$ cat src/rtl/noc_pkg.sv
// noc_pkg: shared router defaults (flit width, VC count, packet length),
// the VC index width helper and the flit type.
// Imported by vc_fifo and vc_fifo_ctrl.
package noc_pkg;

  localparam int DATA_W_DEF  = 33;
  localparam int NUM_VC_DEF  = 4;
  localparam int PKT_LEN_DEF = 4;

  // A single VC still needs a 1-bit select so the port never collapses to 0 bits.
  function automatic int vc_w(input int n);
    return (n > 1) ? $clog2(n) : 1;
  endfunction

  typedef logic [DATA_W_DEF-1:0] flit_t;

endpackage

$ cat src/rtl/vc_fifo_ctrl.sv
// vc_fifo_ctrl: pointer and occupancy bookkeeping for one virtual channel.
// Latency: pointers and cnt update on the edge after push/pop; flags are combinational from cnt.
// Backpressure: none internally; the caller only asserts push/pop once it has accepted them.
// Ports: clk, rst (sync, active-high), push, pop, rd_ptr/wr_ptr (storage offsets), empty, full, ordy.
module vc_fifo_ctrl
  import noc_pkg::*;
#(
  parameter  int DEPTH   = 8,
  parameter  int PKT_LEN = PKT_LEN_DEF,
  localparam int PW      = $clog2(DEPTH),
  localparam int CW      = $clog2(DEPTH + 1)
) (
  input  logic          clk,
  input  logic          rst,
  input  logic          push,
  input  logic          pop,
  output logic [PW-1:0] rd_ptr,
  output logic [PW-1:0] wr_ptr,
  output logic          empty,
  output logic          full,
  output logic          ordy
);

  localparam logic [PW-1:0] PTR_LAST = PW'(DEPTH - 1);
  localparam logic [CW-1:0] CNT_MAX  = CW'(DEPTH);
  localparam logic [CW-1:0] PKT_C    = CW'(PKT_LEN);

  logic [CW-1:0] cnt;
  logic [CW-1:0] free_slots;

  always_ff @(posedge clk) begin
    if (rst) begin
      rd_ptr <= '0;
      wr_ptr <= '0;
      cnt    <= '0;
    end else begin
      // Explicit wrap: DEPTH need not be a power of two.
      if (push) wr_ptr <= (wr_ptr == PTR_LAST) ? '0 : wr_ptr + 1'b1;
      if (pop)  rd_ptr <= (rd_ptr == PTR_LAST) ? '0 : rd_ptr + 1'b1;
      if (push && !pop)      cnt <= cnt + 1'b1;
      else if (pop && !push) cnt <= cnt - 1'b1;
    end
  end

  // cnt never exceeds DEPTH, so this subtraction cannot underflow.
  assign free_slots = CNT_MAX - cnt;
  assign empty      = (cnt == '0);
  assign full       = (cnt == CNT_MAX);
  assign ordy       = (free_slots >= PKT_C);

endmodule

$ cat src/rtl/vc_fifo.sv
// vc_fifo: NUM_VC circular flit FIFOs of DEPTH entries sharing one storage array.
// Latency: write visible on rd_data one cycle later; first-word fall-through, no output register.
// Backpressure: writes to a full VC (without a same-VC pop) are dropped, reads of an empty VC ignored.
// Ports: clk, rst (sync, active-high), wr_en/wr_vc/wr_data, rd_en/rd_vc, rd_data,
//        per-VC empty/full/ordy, and sticky wr_err/rd_err when VC_FIFO_ERR_EN is defined.
module vc_fifo
  import noc_pkg::*;
#(
  parameter  int DATA_W  = DATA_W_DEF,
  parameter  int NUM_VC  = NUM_VC_DEF,
  parameter  int DEPTH   = 8,
  parameter  int PKT_LEN = PKT_LEN_DEF,
  localparam int VC_W    = vc_w(NUM_VC)
) (
  input  logic              clk,
  input  logic              rst,
  input  logic              wr_en,
  input  logic [VC_W-1:0]   wr_vc,
  input  logic [DATA_W-1:0] wr_data,
  input  logic              rd_en,
  input  logic [VC_W-1:0]   rd_vc,
  output logic [DATA_W-1:0] rd_data,
  output logic [NUM_VC-1:0] empty,
  output logic [NUM_VC-1:0] full,
  output logic [NUM_VC-1:0] ordy
`ifdef VC_FIFO_ERR_EN
  ,
  output logic              wr_err,
  output logic              rd_err
`endif
);

  localparam int PW = $clog2(DEPTH);
  localparam int AW = $clog2(NUM_VC * DEPTH);

  logic [PW-1:0]     rd_ptr_a [NUM_VC];
  logic [PW-1:0]     wr_ptr_a [NUM_VC];
  logic [NUM_VC-1:0] push;
  logic [NUM_VC-1:0] pop;

  logic              rd_vc_ok, wr_vc_ok;
  logic              rd_empty;
  logic              rd_ok, wr_ok;
  logic [PW-1:0]     rd_ptr_sel, wr_ptr_sel;
  logic [AW-1:0]     rd_addr, wr_addr;

  logic [DATA_W-1:0] mem [NUM_VC * DEPTH];

  // Out-of-range VC indices behave like an empty (read) or full (write) VC.
  assign rd_vc_ok = ({1'b0, rd_vc} < (VC_W + 1)'(NUM_VC));
  assign wr_vc_ok = ({1'b0, wr_vc} < (VC_W + 1)'(NUM_VC));
  assign rd_empty = rd_vc_ok ? empty[rd_vc] : 1'b1;

  // Requests are ignored during the reset cycle.
  assign rd_ok = rd_en && !rd_empty && !rst;
  // A full VC can still take a write in the cycle it is popped.
  assign wr_ok = wr_en && wr_vc_ok && !rst &&
                 (!full[wr_vc] || (rd_ok && (rd_vc == wr_vc)));

  assign rd_ptr_sel = rd_vc_ok ? rd_ptr_a[rd_vc] : '0;
  assign wr_ptr_sel = wr_vc_ok ? wr_ptr_a[wr_vc] : '0;
  assign rd_addr    = AW'(int'(rd_vc) * DEPTH + int'(rd_ptr_sel));
  assign wr_addr    = AW'(int'(wr_vc) * DEPTH + int'(wr_ptr_sel));

  for (genvar v = 0; v < NUM_VC; v++) begin : g_vc
    assign push[v] = wr_ok && (wr_vc == VC_W'(v));
    assign pop[v]  = rd_ok && (rd_vc == VC_W'(v));

    vc_fifo_ctrl #(
      .DEPTH   (DEPTH),
      .PKT_LEN (PKT_LEN)
    ) u_ctrl (
      .clk    (clk),
      .rst    (rst),
      .push   (push[v]),
      .pop    (pop[v]),
      .rd_ptr (rd_ptr_a[v]),
      .wr_ptr (wr_ptr_a[v]),
      .empty  (empty[v]),
      .full   (full[v]),
      .ordy   (ordy[v])
    );
  end

  // Storage is never cleared; the empty gate on rd_data hides stale entries.
  always_ff @(posedge clk) begin
    if (wr_ok) mem[wr_addr] <= wr_data;
  end

  assign rd_data = rd_empty ? '0 : mem[rd_addr];

`ifdef VC_FIFO_ERR_EN
  always_ff @(posedge clk) begin
    if (rst) begin
      wr_err <= 1'b0;
      rd_err <= 1'b0;
    end else begin
      if (wr_en && !wr_ok) wr_err <= 1'b1;
      if (rd_en && !rd_ok) rd_err <= 1'b1;
    end
  end
`endif

endmodule

$ cat config.mk
export PLATFORM = sky130hd
export DESIGN_NAME = vc_fifo
export DESIGN_NICKNAME = d
export VERILOG_FILES = /design/src/rtl/noc_pkg.sv /design/src/rtl/vc_fifo_ctrl.sv /design/src/rtl/vc_fifo.sv
export SDC_FILE = /design/constraint.sdc
export NUM_CORES = 1
export LEC_CHECK = 0
export CAP_MARGIN = 15
export CORE_ASPECT_RATIO = 1.2
export CORE_MARGIN = 2
export CORE_UTILIZATION = 44
export DETAILED_ROUTE_END_ITERATION = 6
export GPL_TIMING_DRIVEN = 0
export SYNTH_ARGS = -nofsm -noshare
export SYNTH_HDL_FRONTEND = slang
export SYNTH_SLANG_ARGS = --single-unit
$ cat constraint.sdc
create_clock -name clk -period 12.15 [get_ports clk]
set_input_delay 3.645 -clock clk [delete_from_list [all_inputs] [get_ports clk]]
set_output_delay 3.645 -clock clk [all_outputs]
set_load 0.01 [all_outputs]
======== Yosys cells after proc, flatten, opt, wreduce, memory -nomap -nowiden ========
Memory sizes are Yosys's and may differ from the RTL's.
Cells that the tools add are included.
W data, S select, Z words.
storage, ports and cells
  register bits after elaboration ......... 40
  memory bits (writable) .................. 1056
  bits of input ports ..................... 41
  output and inout bits ................... 45
  logic and storage cells ................. 136
  memories ................................ 1
cells by class
  add/subtract/negate cells ............... 22
  magnitude comparators ................... 8
  eq/ne operators ......................... 19
  multiplexer cells ....................... 29
  bitwise gates (word level) .............. 2
  reductions and logical operators ........ 43
memory list
  memory  depth  bits a word  rd ports  clocked after Yosys merged registers in  wr ports  line           text
  mem     32     33           1         0                                        1         vc_fifo.sv:47  logic [DATA_W-1:0] mem [NUM_VC * DEPTH];
operators by type and width
  operator               count
  $mux W3                12
  $mux W33               1
  $mux W4                8
  $add A3 B1 Y3 const B  8
  $eq A3 B3 Y1 const B   8
  $logic_and A1 B1 Y1    21
  $add A4 B1 Y4 const B  4
  $eq A4 B4 Y1 const B   4
  $ge A4 B3 Y1 const B   4
  $logic_not A4 Y1       4
  $sub A4 B1 Y4 const B  4
  $sub A4 B4 Y4 const A  4
  $bmux W3 S2            2
  $logic_not A1 Y1       11
  $add A5 B3 Y5          2
  $eq A2 B2 Y1 const B   4
  $reduce_bool A2 Y1     4
  $ge A3 B3 Y1 const B   2
  $lt A2 B3 Y1 const B   2
  $not A2 Y3             2
  $bmux W1 S2            2
  $eq A2 B1 Y1 const B   2
  $logic_not A2 Y1       2
  $mux W1                4
  other kinds (2)        2

======== Logic depth before layout (Yosys ltp) ========
  depth in word-level cells ............... 14
  depth in mapped cells ................... 15
  depth with buffers taken out ............ 13

======== Hierarchy ========
Synthesis repeated with hierarchy kept, for this count alone.
second synthesis, totals
  cell total of the unflattened synthesis .. 2865
  area, all modules ....................... 43903.4 sq um
modules (own cells, without submodules)
  module        instances  cells each  area an instance (sq um)  sequential area each (sq um)
  vc_fifo       1          2629        41691.2                   31710.4
  vc_fifo_ctrl  4          59          553.0                     200.2

======== Worst setup path after synthesis ========
Ideal clock, no wire load.
  path kind ............................... input -> output
  from .................................... input rd_vc[1]
  to ...................................... output rd_data[10]
  data arrival time ....................... 5670 ps
  required time ........................... 8505 ps
  slack ................................... 2835 ps
  stages .................................. 9
  path buffers ............................ 5
  cells stage by stage .................... buf_4 > mux2i_4 > mux2_2 > buf_2 > buf_2 > clkbuf_1 > clkbuf_1 > a221oi_1 > nor4_1
between the ends
  cells in the longest elaborated chain, start to end .. 7
  elaborated cells between the ends (all ways) .. 9
  those cells by class .................... add/sub: 1; mux: 6; bitwise: 1; memory: 1
ends and longest elaborated chain
  element                                     line           text
  start, declared                             vc_fifo.sv:21  input logic [VC_W-1:0] rd_vc,
  $not A2 Y3 (implied by the code)            vc_fifo.sv:60  assign rd_ptr_sel = rd_vc_ok ? rd_ptr_a[rd_vc] : '0;
  $bmux W3 S2                                 vc_fifo.sv:60
  $mux W3 (implied by the code) (2 in a row)  vc_fifo.sv:60
  $add A5 B3 Y5                               vc_fifo.sv:62  assign rd_addr = AW'(int'(rd_vc) * DEPTH + int'(rd_ptr_sel));
  $mem_v2 Z32 W33                             --
  $mux W33 (*)                                vc_fifo.sv:90  assign rd_data = rd_empty ? '0 : mem[rd_addr];
  end, declared                               vc_fifo.sv:22  output logic [DATA_W-1:0] rd_data,
Every way passes the cells marked *; elsewhere a longest branch is shown, timed or not. The select of a mux whose other input is x is not followed.

======== Worst setup path in the final report ========
  from .................................... input rd_vc[1]
  to ...................................... output rd_data[23]
Same word-level chain as after synthesis.

==> results.md <==
- Status: completed
- DRT iter0 DRCs: between 2000 and 3000
- DIE HEIGHT: 347.6 um
- Area share of the largest cell type after synthesis: 0.7325
- # fillers: ~7700
- Gr usage total: 0.2366
- Relative slew slack: 0.2322
- CP max stage delay: just under 0.8 ns
- Min Hold Slack: just under 0.5 ns
- Placement Rows: 126
- EDFF count, synth: ~1100
- Max-Cap Viols: 0
- Vias per inst: 5.938
- Total routed wirelength: 120600 um
- Num CTS Buffers: 102
- WP buf/inv: 5
- Final setup violation count: 0
- Largest net degree at the start of global routing: 33
- Fin crit share: 0.9983
- Final Net Count: 2977
- Design Power: 7.623 mW
- ANT nets after route: 0
- Core area: 0.09790 sq mm
- HPWL after DPL: a little over 80000 um
- I/O Buffers: 82
- Tightest Pin Transition: 1.148 ns
- Number of library cell types mapped by synthesis: a little under 50
- Fraction of layout cells with a size suffix above 1: 0.1477
- Top delay family on crit path: buffers and inverters
- Arrival time worst endpoint: between 8 and 9 ns
- First-pass GRT wire length: 172700 um
- RSZ-0062 raised after global routing: false
- Synth area leaders: edfxtp_1, mux2i_1, mux4_2
- Post-Syn Area: 0.04329 sq mm
- Syn Nets: 2696
- Final Skew: 0.04694 ns
- CTS H-tree lvls: 3
- Crit-path max FO: 10
- Maximum vdd drop: 0.1076 mV
- Crit-path most repeated cell: buf_4
- Initial antenna violation count: 3
- WP data required: 8.50 ns
- Worst path slowest cell: nor4_1
- CP cell instances: buf_4, buf_4, mux2i_1, mux2_2, buf_2, nand2_1, nor2_1, clkbuf_1, a221oi_1, nor4_1, clkdlybuf4s50_1
- Multi-input logic area: 0.01012 sq mm
- Clock Path Buffers: 3
- Predominant post-synthesis flop cell: edfxtp_1
- Fmax: 0.08244 GHz
- CTS tree: yes
- Commonest cells in the netlist: edfxtp_1, nand2_1, mux2i_1, clkbuf_1, o21ai_0
- Synth Warn #: 0
- DRC: 0
- Asr flop ratio synth: 0
- Crit path launch type: primary input
- Final setup TNS: 0 ns
- Clk pin slew, worst setup/hold paths: 0.06 ns
- Number of global-route vias before repair: 25288
- Cell with the most instances after synthesis: edfxtp_1
- Routed WL per cell: 28.23 um
- Synth-to-layout area growth: 16.79%
- Static leakage: 16.30 nW
- Sequential share of the synthesized area: 0.7510
- Clock Latency Late Sink: 0.70 ns
- CTS sink cnt: 1096
- Syn Inst Count: 2623
- Post-synthesis area per instance: 16.50 sq um
- Final min period: roughly 12 ns
- Pwr/cell area: ~150 mW/mm^2
- Gr ovfl total: 0
- FF/Latch Area: 0.03251 sq mm
- Gpl congestion: 0.8335
- Post-route setup slack: about 0.020 ns
- Via count: 25375
- Io pins: 86
- Die ar.: ~0.1 sq mm
- Pre-CTS setup slack: -0.04213 ns
- Synth Register Bits: around 1100
- Clock root buffer: clkbuf_16
- Post-synth top area cell: edfxtp_1
- Initial Utilization: 0.4422
- Die Wd: 290.3 um
- Critical Path Sink Type: primary output
- Slew Limit Fails: 0
- Final hold violation count: 0
- Type of the worst setup path: in2out
- Worst Hold Class: reg2reg
- Drt first pass iters: 5
- Postcts setup bufs: 0
-- worst paths after layout --
check,start,end,slack (ns),cells past startpoint
hold reg to reg,g_vc[1].u_ctrl.wr_ptr[1],g_vc[1].u_ctrl.wr_ptr[1],0.50,2
setup / recovery,rd_vc[1],rd_data[23],0.02,11
setup reg to reg,g_vc[2].u_ctrl.cnt[0],mem[25][13],7.81,9
hold / removal,g_vc[1].u_ctrl.wr_ptr[1],g_vc[1].u_ctrl.wr_ptr[1],0.50,2
-- stage by stage --
stage / cell area (sq um) / util / std cells
5_1_grt: 50550 / 0.5164 / 4272
4_1_cts: 50170 / 0.5124 / 4255
2_1_floorplan: 43290 / - / 2623
6_report: 50560 / 0.5164 / 4273
3_3_place_gp: 45710 / 0.4669 / 3985
3_5_place_dp: 46930 / 0.4793 / 4063
-- routing by layer --
metal  GRT usage  up-vias  part of all wire
met4     0.08769        0             0.034
met1      0.2962    13134              0.39
met3     0.03077      217             0.063
met2      0.4202     1047              0.52
met5           0        -                 0
li1            -    10977                 -
-- layout by cell type (no fill, tap or decap), drive strengths merged, types with 3 or more instances in the layout --
| master | n |
|---|---|
| nand2b | 7 |
| a21o | 4 |
| nor3 | 18 |
| clkdlybuf4s50 | 82 |
| nor4b | 4 |
| clkinv | 50 |
| nand3b | 6 |
| ha | 28 |
| dfxtp | 40 |
| nor4 | 36 |
| a31oi | 65 |
| a2111oi | 32 |
| o221ai | 64 |
| mux2i | 187 |
| or3 | 7 |
| bufinv | 8 |
| xor2 | 4 |
| and2 | 3 |
| a211oi | 39 |
| clkinvlp | 4 |
| nor2b | 37 |
| nand3 | 66 |
| mux4 | 71 |
| nand2 | 318 |
| nor2 | 69 |
| fa | 4 |
| a221oi | 32 |
| xnor2 | 10 |
| mux2 | 36 |
| or4 | 4 |
| edfxtp | 1056 |
| clkbuf | 239 |
| o21ai | 78 |
| a21oi | 58 |
| buf | 162 |
| o2111ai | 32 |
| inv | 19 |
-- power breakdown --
group          internal, mW  switching (mW)  total (mW)
sequential             4.15         0.00785        4.16
combinational         0.125           0.218       0.344
clock                  1.73            1.38        3.12
-- worst reg2reg max path: cells and delay by family (launching register included) --
| kind | cells | cell delay, ns |
|---|---|---|
| multiplexers | 1 | 0.24 |
| buffers and inverters | 3 | 0.85 |
| AND/OR/NAND/NOR | 4 | 2.02 |
| AO/OA/AOI/OAI | 1 | 0.47 |
| flip-flops | 1 | 0.46 |
-- state kept, by name (all words and copies together), names as in the netlist --
name and flops:
g_vc.u_ctrl.cnt 16, mem 1056, g_vc.u_ctrl.rd_ptr 12, g_vc.u_ctrl.wr_ptr 12
-- layout make-up --
cell class | count | share of cell area
diodes | 1 | 0.00004950
plain buffers | 180 | 0.01604
clock buffers | 126 | 0.05269
clock inverters | 66 | 0.01131
inverters | 15 | 0.001114
multi-input cells | 1332 | 0.2002
flip-flops and latches | 1096 | 0.6431
well taps | 1280 | 0.03168
repair buffers | 177 | 0.04390
-- logic make-up after synthesis --
| logic type | Yosys count | synth area share |
|---|---|---|
| compound gates | 410 | 0.06625 |
| xor+xnor | 14 | 0.002832 |
| fa+ha+maj | 32 | 0.009943 |
| buf+inv | 195 | 0.02003 |
| flops | 1096 | 0.7510 |
| mux | 294 | 0.08992 |
| simple gates | 582 | 0.06000 |
-- what timing repair did --
| action | in CTS | in global routing |
|---|---|---|
| setup endpoints to repair | 1 | 0 |
| resized for setup | 1 | 0 |
| hold buffers | 0 | 0 |
No activity file was read; power rests on OpenSTA's default activity.
